**src/rtl/ysyx_22050078_seq_ctrl_pkg.sv**
```systemverilog
// Shared definitions for the ysyx_22050078 multi-cycle sequencer:
// state encoding, halt reason codes and the LSU no-op opcode.
package ysyx_22050078_seq_ctrl_pkg;

    localparam logic [2:0] ST_RESET  = 3'd0;
    localparam logic [2:0] ST_FETCH  = 3'd1;
    localparam logic [2:0] ST_DECODE = 3'd2;
    localparam logic [2:0] ST_EXEC   = 3'd3;
    localparam logic [2:0] ST_MEM    = 3'd4;
    localparam logic [2:0] ST_WB     = 3'd5;
    localparam logic [2:0] ST_HALT   = 3'd6;

    typedef enum logic [2:0] {
        S_RESET  = ST_RESET,
        S_FETCH  = ST_FETCH,
        S_DECODE = ST_DECODE,
        S_EXEC   = ST_EXEC,
        S_MEM    = ST_MEM,
        S_WB     = ST_WB,
        S_HALT   = ST_HALT
    } state_e;

    localparam logic [1:0] ERR_NONE    = 2'b00;
    localparam logic [1:0] ERR_DECODE  = 2'b01;
    localparam logic [1:0] ERR_TIMEOUT = 2'b10;

    // Decoder LSU opcode meaning "no memory access"; compared after width cast.
    localparam int unsigned LSU_NOP = 0;

endpackage

```
**src/rtl/ysyx_22050078_wdog.sv**
```systemverilog
// Handshake watchdog: counts up while enabled, saturates at LIMIT-1 and
// flags terminal count there; a clear returns it to zero.
module ysyx_22050078_wdog #(
    parameter int unsigned LIMIT = 255,
    parameter int unsigned W     = $clog2(LIMIT + 1)
) (
    input  logic clk,
    input  logic rst,
    input  logic clr,
    input  logic en,
    output logic tc
);

    localparam logic [W-1:0] LAST = W'(LIMIT - 1);

    logic [W-1:0] cnt_q;

    always_ff @(posedge clk or posedge rst) begin
        if (rst) begin
            cnt_q <= '0;
        end else if (clr) begin
            cnt_q <= '0;
        end else if (en && !tc) begin
            cnt_q <= cnt_q + W'(1);
        end
    end

    // tc is high on the LIMIT-th cycle spent in a counting state
    assign tc = (cnt_q >= LAST);

endmodule

```
**src/rtl/ysyx_22050078_seq_ctrl.sv**
```systemverilog
// Multi-cycle instruction sequencer: fetch, decode, optional execute and
// memory phases, writeback; halts on ebreak, decode error or bus timeout.
module ysyx_22050078_seq_ctrl
    import ysyx_22050078_seq_ctrl_pkg::*;
#(
    parameter int unsigned TIMEOUT   = 255,
    parameter int unsigned CNT_W     = 64,
    parameter int unsigned LSU_OPT_W = 4
) (
    input  logic                 clk,
    input  logic                 rst,
    input  logic                 i_if_gnt,
    input  logic                 i_if_rvalid,
    input  logic                 i_rd_wen,
    input  logic [LSU_OPT_W-1:0] i_lsu_opt,
    input  logic                 i_store,
    input  logic                 i_ebreak,
    input  logic [2:0]           i_id_err,
    input  logic                 i_exu_multi,
    input  logic                 i_exu_done,
    input  logic                 i_lsu_gnt,
    input  logic                 i_lsu_rvalid,
    output logic                 o_if_req,
    output logic                 o_ir_we,
    output logic                 o_exu_start,
    output logic                 o_lsu_req,
    output logic                 o_rf_we,
    output logic                 o_pc_we,
    output logic                 o_halt,
    output logic [1:0]           o_err,
    output logic [2:0]           o_state,
    output logic [CNT_W-1:0]     o_cycle_cnt,
    output logic [CNT_W-1:0]     o_instret
);

    state_e           state_q, state_d;
    logic [1:0]       err_q, err_d;
    logic             gnt_q;
    logic             wd_tc, wd_clr, wd_en;
    logic [CNT_W-1:0] cyc_q, ret_q;

    logic is_load, is_mem, if_hit, ld_hit, mem_done;
    logic ir_we, exu_start, rf_we;

    assign is_load = (i_lsu_opt != LSU_OPT_W'(LSU_NOP));
    assign is_mem  = is_load || i_store;

    // rvalid is only accepted once the request has been granted (or with the grant)
    assign if_hit   = i_if_rvalid && (gnt_q || i_if_gnt);
    assign ld_hit   = i_lsu_rvalid && (gnt_q || i_lsu_gnt);
    assign mem_done = i_store ? i_lsu_gnt : ld_hit;

    always_comb begin
        state_d   = state_q;
        err_d     = err_q;
        ir_we     = 1'b0;
        exu_start = 1'b0;
        rf_we     = 1'b0;
        case (state_q)
            S_RESET: state_d = S_FETCH;
            S_FETCH: begin
                if (if_hit) begin
                    ir_we   = 1'b1;
                    state_d = S_DECODE;
                end else if (wd_tc && !i_if_gnt) begin
                    state_d = S_HALT;
                    err_d   = ERR_TIMEOUT;
                end
            end
            S_DECODE: begin
                if (i_id_err != 3'b000) begin
                    state_d = S_HALT;
                    err_d   = ERR_DECODE;
                end else if (i_ebreak) begin
                    state_d = S_HALT;
                    err_d   = ERR_NONE;
                end else if (i_exu_multi) begin
                    exu_start = 1'b1;
                    state_d   = S_EXEC;
                end else if (is_mem) begin
                    state_d = S_MEM;
                end else begin
                    state_d = S_WB;
                end
            end
            S_EXEC: begin
                if (i_exu_done) begin
                    state_d = is_mem ? S_MEM : S_WB;
                end else if (wd_tc) begin
                    state_d = S_HALT;
                    err_d   = ERR_TIMEOUT;
                end
            end
            S_MEM: begin
                if (mem_done) begin
                    state_d = S_WB;
                end else if (wd_tc && !i_lsu_gnt) begin
                    state_d = S_HALT;
                    err_d   = ERR_TIMEOUT;
                end
            end
            S_WB: begin
                rf_we   = i_rd_wen;
                state_d = S_FETCH;
            end
            S_HALT:  state_d = S_HALT;
            default: state_d = S_RESET;
        endcase
    end

    assign wd_clr = (state_d != state_q);
    assign wd_en  = (state_q == S_FETCH) || (state_q == S_EXEC) || (state_q == S_MEM);

    ysyx_22050078_wdog #(
        .LIMIT (TIMEOUT)
    ) u_wdog (
        .clk (clk),
        .rst (rst),
        .clr (wd_clr),
        .en  (wd_en),
        .tc  (wd_tc)
    );

    always_ff @(posedge clk or posedge rst) begin
        if (rst) begin
            state_q <= S_RESET;
            err_q   <= ERR_NONE;
            gnt_q   <= 1'b0;
            cyc_q   <= '0;
            ret_q   <= '0;
        end else begin
            state_q <= state_d;
            err_q   <= err_d;
            // grant flag lives for one handshake state only
            if (state_d != state_q) begin
                gnt_q <= 1'b0;
            end else if ((state_q == S_FETCH && i_if_gnt) || (state_q == S_MEM && i_lsu_gnt)) begin
                gnt_q <= 1'b1;
            end
            if (state_q != S_RESET && state_q != S_HALT) begin
                cyc_q <= cyc_q + CNT_W'(1);
            end
            if (state_q == S_WB) begin
                ret_q <= ret_q + CNT_W'(1);
            end
        end
    end

    assign o_if_req    = (state_q == S_FETCH) && !gnt_q;
    assign o_lsu_req   = (state_q == S_MEM) && !gnt_q;
    assign o_pc_we     = (state_q == S_WB);
    assign o_halt      = (state_q == S_HALT);
    assign o_state     = state_q;
    assign o_ir_we     = ir_we;
    assign o_exu_start = exu_start;
    assign o_rf_we     = rf_we;
    assign o_err       = err_q;
    assign o_cycle_cnt = cyc_q;
    assign o_instret   = ret_q;

endmodule

```
**config.mk**
```make
export PLATFORM = sky130hd
export DESIGN_NAME = ysyx_22050078_seq_ctrl
export DESIGN_NICKNAME = d
export VERILOG_FILES = /design/src/rtl/ysyx_22050078_seq_ctrl_pkg.sv /design/src/rtl/ysyx_22050078_wdog.sv /design/src/rtl/ysyx_22050078_seq_ctrl.sv
export SDC_FILE = /design/constraint.sdc
export NUM_CORES = 1
export LEC_CHECK = 0
export BUFFER_PORTS_ARGS = -buffer_cell sky130_fd_sc_hd__buf_2
export CAP_MARGIN = 20
export CORE_MARGIN = 10
export CORE_UTILIZATION = 54
export DETAILED_ROUTE_END_ITERATION = 10
export GPL_ROUTABILITY_DRIVEN = 1
export PLACE_DENSITY = 0.8
export SLEW_MARGIN = 20
export SYNTH_ARGS = -nofsm -noshare
export SYNTH_HDL_FRONTEND = slang
export SYNTH_SLANG_ARGS = --single-unit
```
**constraint.sdc**
```tcl
create_clock -name clk -period 6.64 [get_ports clk]
set_input_delay 1.328 -clock clk [delete_from_list [all_inputs] [get_ports clk]]
set_output_delay 1.328 -clock clk [all_outputs]
set_load 0.01 [all_outputs]
```
==> results.yml, run 1 <==
synth:
  yosys_warnings: 0
  async_reset_ff_share_pct: 100
  synth_top_area_cell: "dfrtp_1"
  synth_area_sq_um: 7000
  synth_cells: 669
  synth-edff-count: 0
  synth_seq_cells: 142
  synthesis.nets: 691
  ys.flop_type: "dfrtp_1"
  synth_top_cell_area_share_pct: 50.7
  yosysSeqAreaShare_pct: 50.7
  netlist_top_cells_area: "dfrtp_1 (51%), xnor2_1 (8.9%), xor2_1 (7.6%), nand4_1 (3.5%), nand3_1 (3.1%)"
  synth_cell_type_count: 54
  synth.avg_cell_area_sq_um: 10.5
critical_path:
  reg2reg_from: "o_state[0]"
  cp_common_cell: "buf_2"
  worstSetupPathType: "input pin to output pin"
  crit_family: "simple AND/OR/NAND/NOR gates"
  r2r.worst_path.cells: 5
  r2r_end: "o_instret[57]"
  path_max_fanout: 5
  critPathSlowestCell: "or4_1"
  crit_path_end_kind: "output pin"
  crit_chain: "buf_2 -> or4_1 -> nor3_1 -> buf_2"
  startpoint: "i_ebreak"
  worst-path-buf-inv: 2
  startpoint_type: "input pin"
  worst-path-stages: 4
  critPathRequiredTime_ns: 5.31
  cpPeakStageDelay_ns: 0.59
  setup.worst_path.end: "o_exu_start"
  r2r_setup_slack_ns: 3.85
  arrival_ns: 2.38
clocking:
  cts-root-buf: "clkbuf_16"
  cts_buffers: 17
  hold_buffers: 0
  ctsResizeCount: 0
  clock-sinks: 142
  h-tree-depth: 4
  cts_setup_buffers: 0
  cts_tree: "built"
  cts_buffer_depth: 2
  worst_skew_pair.late_latency_ns: 0.42
  clk_pin_slew_worst_paths_ns: 0.05
finish:
  drive_gt1_share_pct: 24.5
  diodes: 0
  area.growth.synth_to_final_pct: 21.9
  finalNonFillerCells: 1013
  final_nets: 851
  fillers: 999
drt:
  drtIter0Drc: 391
  routed_wirelength_mm: 17.9
  drc_errors: 0
  vias: 5768
  wl_per_cell_um: 17.7
  drt_pass1_iterations: 5
  vias_per_cell: 5.69
  ant_nets: 0
run_status:
  status: "finished, final reports clean"
global_route:
  grt.overflow.total: 0
  busiest_layer: "met2"
  grt_pass1_vias: 5806
  grt_max_degree: 79
  grt_pass1_wl_mm: 29.4
  met3_usage_pct: 6.57
  met1_usage_pct: 24.1
  grt_use_total_pct: 20.0
  use_met2_pct: 32.7
  antenna_found_initial: 0
run:
  cap_viol_max_count: 0
sta:
  slew_viol_final: 0
  min_period_ns: 3.71
  setup_viol: 0
  setup-tns-final_ns: 0
  hold_slack_ns: 0.463
  layout_setup_ws_ns: 2.93
  rsz0062_at_grt: "no"
  slew-limit-headroom_pct: 36.2
  max_freq_ghz: 0.269
  hold_viol: 0
  skew_ns: 0.00937
  max_slew.worst_pin.slew_ns: 0.957
  finalCritPeriodShare_pct: 55.9
pwr:
  power-per-cell-area_nw_per_um2: 286
  max-vdd-ir-drop_mv: 0.194
  p_total_uw: 2440
  p_leak_uw: 0.00432
die:
  ios: 158
  rows: 41
  fp.coreArea_sq_um: 12700
  initial_core_util_pct: 55.3
  die-area_sq_um: 17900
  die_h_um: 134
  chipWidth_um: 134
placed_design:
  gp_congestion: 0.890
  dp_slack_ns: 2.94
  dp_cells: 982
  hpwlAfterDp_mm: 12.9
  io_buffers: 157
hold_path:
  min_path_type: "flip-flop to flip-flop"
==> routing by layer <==
layer  vias to the layer above  share of wire [%]
met5                         -                  0
met4                         0                1.8
met3                        28                7.4
met2                       202                 48
met1                      2839                 42
li1                       2699                  -
==> sequential cells by signal, indices dropped and copies added, names as in the netlist <==
| register | flops |
|---|---|
| u_wdog.cnt_q | 8 |
| o_err | 2 |
| gnt_q | 1 |
| o_state | 3 |
| o_cycle_cnt | 64 |
| o_instret | 64 |
==> cell usage after synthesis (3+ instances only) <==
master	instances
nor4_1	23
nor2b_1	5
ha_1	4
xor2_1	61
or3_1	5
xnor2_1	71
nand2_1	55
nor4_2	3
inv_1	14
o22ai_1	3
nand3_1	44
dfrtp_1	142
o21ai_0	4
nor2_1	48
nor4_4	3
a21oi_1	5
clkbuf_1	10
nand2b_1	7
and4_1	13
and2_1	6
nor3_1	35
and3_1	19
buf_2	5
o221ai_1	3
nand4_1	39
==> worst min path at each step <==
stage | startpoint | to | slack (ns) | cells past startpoint
finish | o_instret[63] | o_instret[63] | 0.46 | 1
global route | o_instret[63] | o_instret[63] | 0.47 | 1
CTS | o_instret[63] | o_instret[63] | 0.47 | 1
detailed placement | o_instret[63] | o_instret[63] | 0.46 | 1
global placement | o_cycle_cnt[63] | o_cycle_cnt[63] | 0.45 | 1
floorplan | u_wdog.cnt_q[7] | u_wdog.cnt_q[7] | 0.47 | 2
==> per-stage QoR <==
step                cell area, sq um  utilization [%]
global route                    8530             67.3
global placement                7940             62.6
floorplan                       7000                -
finish                          8530             67.3
detailed placement              7940             62.6
CTS                             8530             67.3
==> cells by family after synthesis <==
family | Yosys count | synth area share (%)
xor+xnor | 133 | 16.7
flops | 142 | 50.7
compound gates | 30 | 3.02
mux | 2 | 0.322
buf+inv | 32 | 2.02
fa+ha+maj | 4 | 0.715
simple gates | 326 | 26.4
==> placed cells by master, fill, tap and decap left out, types with 23 or more instances in the layout <==
cell / count
buf_2: 157
dfrtp_1: 142
xnor2_1: 71
xor2_1: 61
nand2_1: 55
nor2_1: 48
nand3_1: 44
nand4_1: 39
nor3_1: 35
nor4_1: 23
==> worst register-to-register path: cells and delay by family (launching register included) <==
family                    cells  cell delay (ns)
and+or+nand+nor               4             1.79
DFF                           1             0.72
xor gates and xnor gates      1             0.21
==> where the power goes <==
group	switching, uW	internal [uW]	leakage (uW)
combinational	263	181	0.00208
clock	359	605	0.000288
sequential	106	924	0.00195
==> layout make-up <==
class	instances	area, sq um	share of cell area [%]
clock inverters	11	141	1.66
well taps	172	215	2.52
multi-input cells	495	3310	38.8
flip-flops and latches	142	3550	41.6
inverters	14	57.6	0.674
clock buffers	20	457	5.35
repair buffers	159	801	9.38
No activity file was read; power rests on OpenSTA's default activity.
==> inputs of run 2 (changes only) <==
Settings changed: ABC_AREA set to 1, CORE_UTILIZATION 54 to 51, PLACE_DENSITY 0.8 to 0.77.
Clock period 6.64 ns to 3.1 ns, I/O delays scaled along.
==> run 2 against run 1 <==
Effect of this change: power up 120%; die area up 24%; critical path depth up 2; sequential cell count unchanged; clock power up 120%; synthesized cell count up 71%; critical path type is now flip-flop to output pin; clock skew about the same; sequential power up 100%.
==> results.yml, run 2 <==
global_route:
  grt_pass1_vias: 7855
  grt_use_total_pct: 22.0
  grt_pass1_wl_mm: 39.6
  antenna_found_initial: 0
  grt.overflow.total: 0
  grt_max_degree: 143
synth:
  async_reset_ff_share_pct: 100
  synth_most_common_cell: "nand2_1"
  synth-edff-count: 0
  synth_seq_cells: 142
  synthesis.nets: 1168
  yosys_warnings: 0
  synth_cells: 1146
  synth_top_area_cell: "dfrtp_1"
  ys.flop_type: "dfrtp_1"
  ys_top_cells_by_count: "nand2_1 (316), nor2_1 (168), dfrtp_1 (142), inv_1 (142), nand3_1 (81)"
  netlist_top_cells_area: "dfrtp_1 (42%), nand2_1 (14%), xor2_1 (7.7%), nor2_1 (7.4%), inv_1 (6.3%)"
  synth.avg_cell_area_sq_um: 7.42
  yosysSeqAreaShare_pct: 41.8
  synth_cell_type_count: 38
  synth_top_cell_area_share_pct: 41.8
  synth_area_sq_um: 8510
sta:
  skew_ns: 0.00967
  min_period_ns: 2.47
  finalCritPeriodShare_pct: 79.8
  setup_viol: 0
  setup-tns-final_ns: 0
  slew-limit-headroom_pct: 38.7
  hold_slack_ns: 0.289
  max_slew.worst_pin.slew_ns: 0.920
  rsz0062_at_grt: "no"
  hold_viol: 0
  slew_viol_final: 0
  max_freq_ghz: 0.404
drt:
  drt_pass1_iterations: 5
  vias_per_cell: 5.20
  drtIter0Drc: 805
  wl_per_cell_um: 15.6
  routed_wirelength_mm: 24.1
  drc_errors: 0
  vias: 8072
  ant_nets: 0
critical_path:
  worst-path-buf-inv: 3
  r2r_setup_slack_ns: 0.81
  worstSetupPathType: "flip-flop to output pin"
  reg2reg_from: "o_cycle_cnt[0]"
  crit_family: "buffers and inverters"
  critPathRequiredTime_ns: 2.48
  startpoint_type: "flip-flop"
  critPathSlowestCell: "dfrtp_1"
  r2r.worst_path.cells: 8
  cpPeakStageDelay_ns: 0.53
  r2r_end: "o_cycle_cnt[48]"
  arrival_ns: 1.85
  crit_path_end_kind: "output pin"
  crit_chain: "nand2_1 -> nor2_2 -> buf_4 -> inv_1 -> nor2_1 -> buf_2"
  path_max_fanout: 21
run_status:
  status: "finished, final reports clean"
clocking:
  cts-root-buf: "clkbuf_16"
  cts_setup_buffers: 0
  cts_tree: "built"
  cts_buffer_depth: 2
  hold_buffers: 0
  worst_skew_pair.late_latency_ns: 0.42
  ctsResizeCount: 0
  h-tree-depth: 4
  clk_pin_slew_worst_paths_ns: 0.06
  clock-sinks: 142
  cts_buffers: 17
finish:
  drive_gt1_share_pct: 17.7
  final_cell_mix: "nand2_1 (316), nor2_1 (168), buf_2 (157)"
  fin_util_pct: 61.8
  final_nets: 1341
  finalNonFillerCells: 1551
  final_area_sq_um: 10200
  mostFrequentLayoutCell: "nand2_1"
  diodes: 0
  area.growth.synth_to_final_pct: 19.5
pwr:
  p_comb_share_pct: 20.0
  p_leak_uw: 0.00507
  swShare_pct: 31.0
  p_int_uw: 3670
  max-vdd-ir-drop_mv: 0.420
  p_switching_uw: 1650
  power-per-cell-area_nw_per_um2: 522
  pwr-share-clk_pct: 40.4
  seqPwrFrac_pct: 39.6
die:
  die_h_um: 149
  fp.coreArea_sq_um: 16500
  ios: 158
  chipWidth_um: 149
  rows: 47
  die-area_sq_um: 22200
  initial_core_util_pct: 51.7
hold_path:
  min_path_type: "input pin to async pin"
run:
  cap_viol_max_count: 0
placed_design:
  gp_congestion: 0.977
  postPlaceCellArea_sq_um: 9560
  hpwlAfterDp_mm: 18.9
  dp_cells: 1520
  io_buffers: 157
## run 2: layout make-up
type	instances	area [sq um]
tap	220	275
sequential	142	3550
clock inverter	5	103
inverter	147	558
timing repair buffer	160	821
multi-input combinational	851	4350
clock buffer	26	509
fill	1509	6300
## run 2: power groups by stage
stage	sequential (uW)	combinational (uW)	clock [uW]
6_report	2100	1060	2150
5_1_grt	2120	1190	2250
4_1_cts	2100	1080	2180
3_5_place_dp	2130	1070	0
3_3_place_gp	2130	1050	0
2_1_floorplan	2150	752	0
## run 2: worst max path at each step
stage	from	to	slack [ns]	cells past startpoint
after detailed placement	o_state[0]	o_instret[55]	0.94	9
after CTS	o_state[0]	o_rf_we	0.62	6
after global placement	o_state[0]	o_instret[55]	1.01	9
final	o_state[0]	o_rf_we	0.63	6
after floorplan	rst	gnt_q	0.70	1
after global routing	o_state[0]	o_rf_we	0.50	6
## run 2: through the flow
step | setup WS (ns) | total power [uW]
after CTS | 0.618 | 5350
final | 0.627 | 5310
after global placement | 1.01 | 3180
after detailed placement | 0.938 | 3200
after floorplan | 0.703 | 2900
after global routing | 0.502 | 5570
## run 2: cell families (layout without fill, tap and decap cells)
| logic type | count (synthesis) | in the layout | share of synthesized area (%) |
|---|---|---|---|
| and+or+nand+nor | 713 | 713 | 38.1 |
| buffers and inverters | 153 | 338 | 7.09 |
| DFF | 142 | 142 | 41.8 |
| xor gates and xnor gates | 102 | 102 | 10.5 |
| AOI/OAI and AO/OA | 32 | 32 | 1.99 |
| adders and majority gates | 4 | 4 | 0.588 |
## run 2: worst register-to-register path, stage by stage (launching register included)
cell and delay [ns]:
dfrtp_1 0.53, ha_1 0.36, inv_1 0.11, nor2_1 0.28
nand3_1 0.20, nor3b_1 0.26, nand3_1 0.20, o21ai_0 0.20
nand2_1 0.06
## run 2: routing by layer
layer	global-route usage [%]	up-vias	routed length, um
met1	27.8	3763	10400
met3	5.01	46	1660
met5	0	-	0
li1	-	3961	-
met2	35.9	302	11500
met4	8.34	0	605
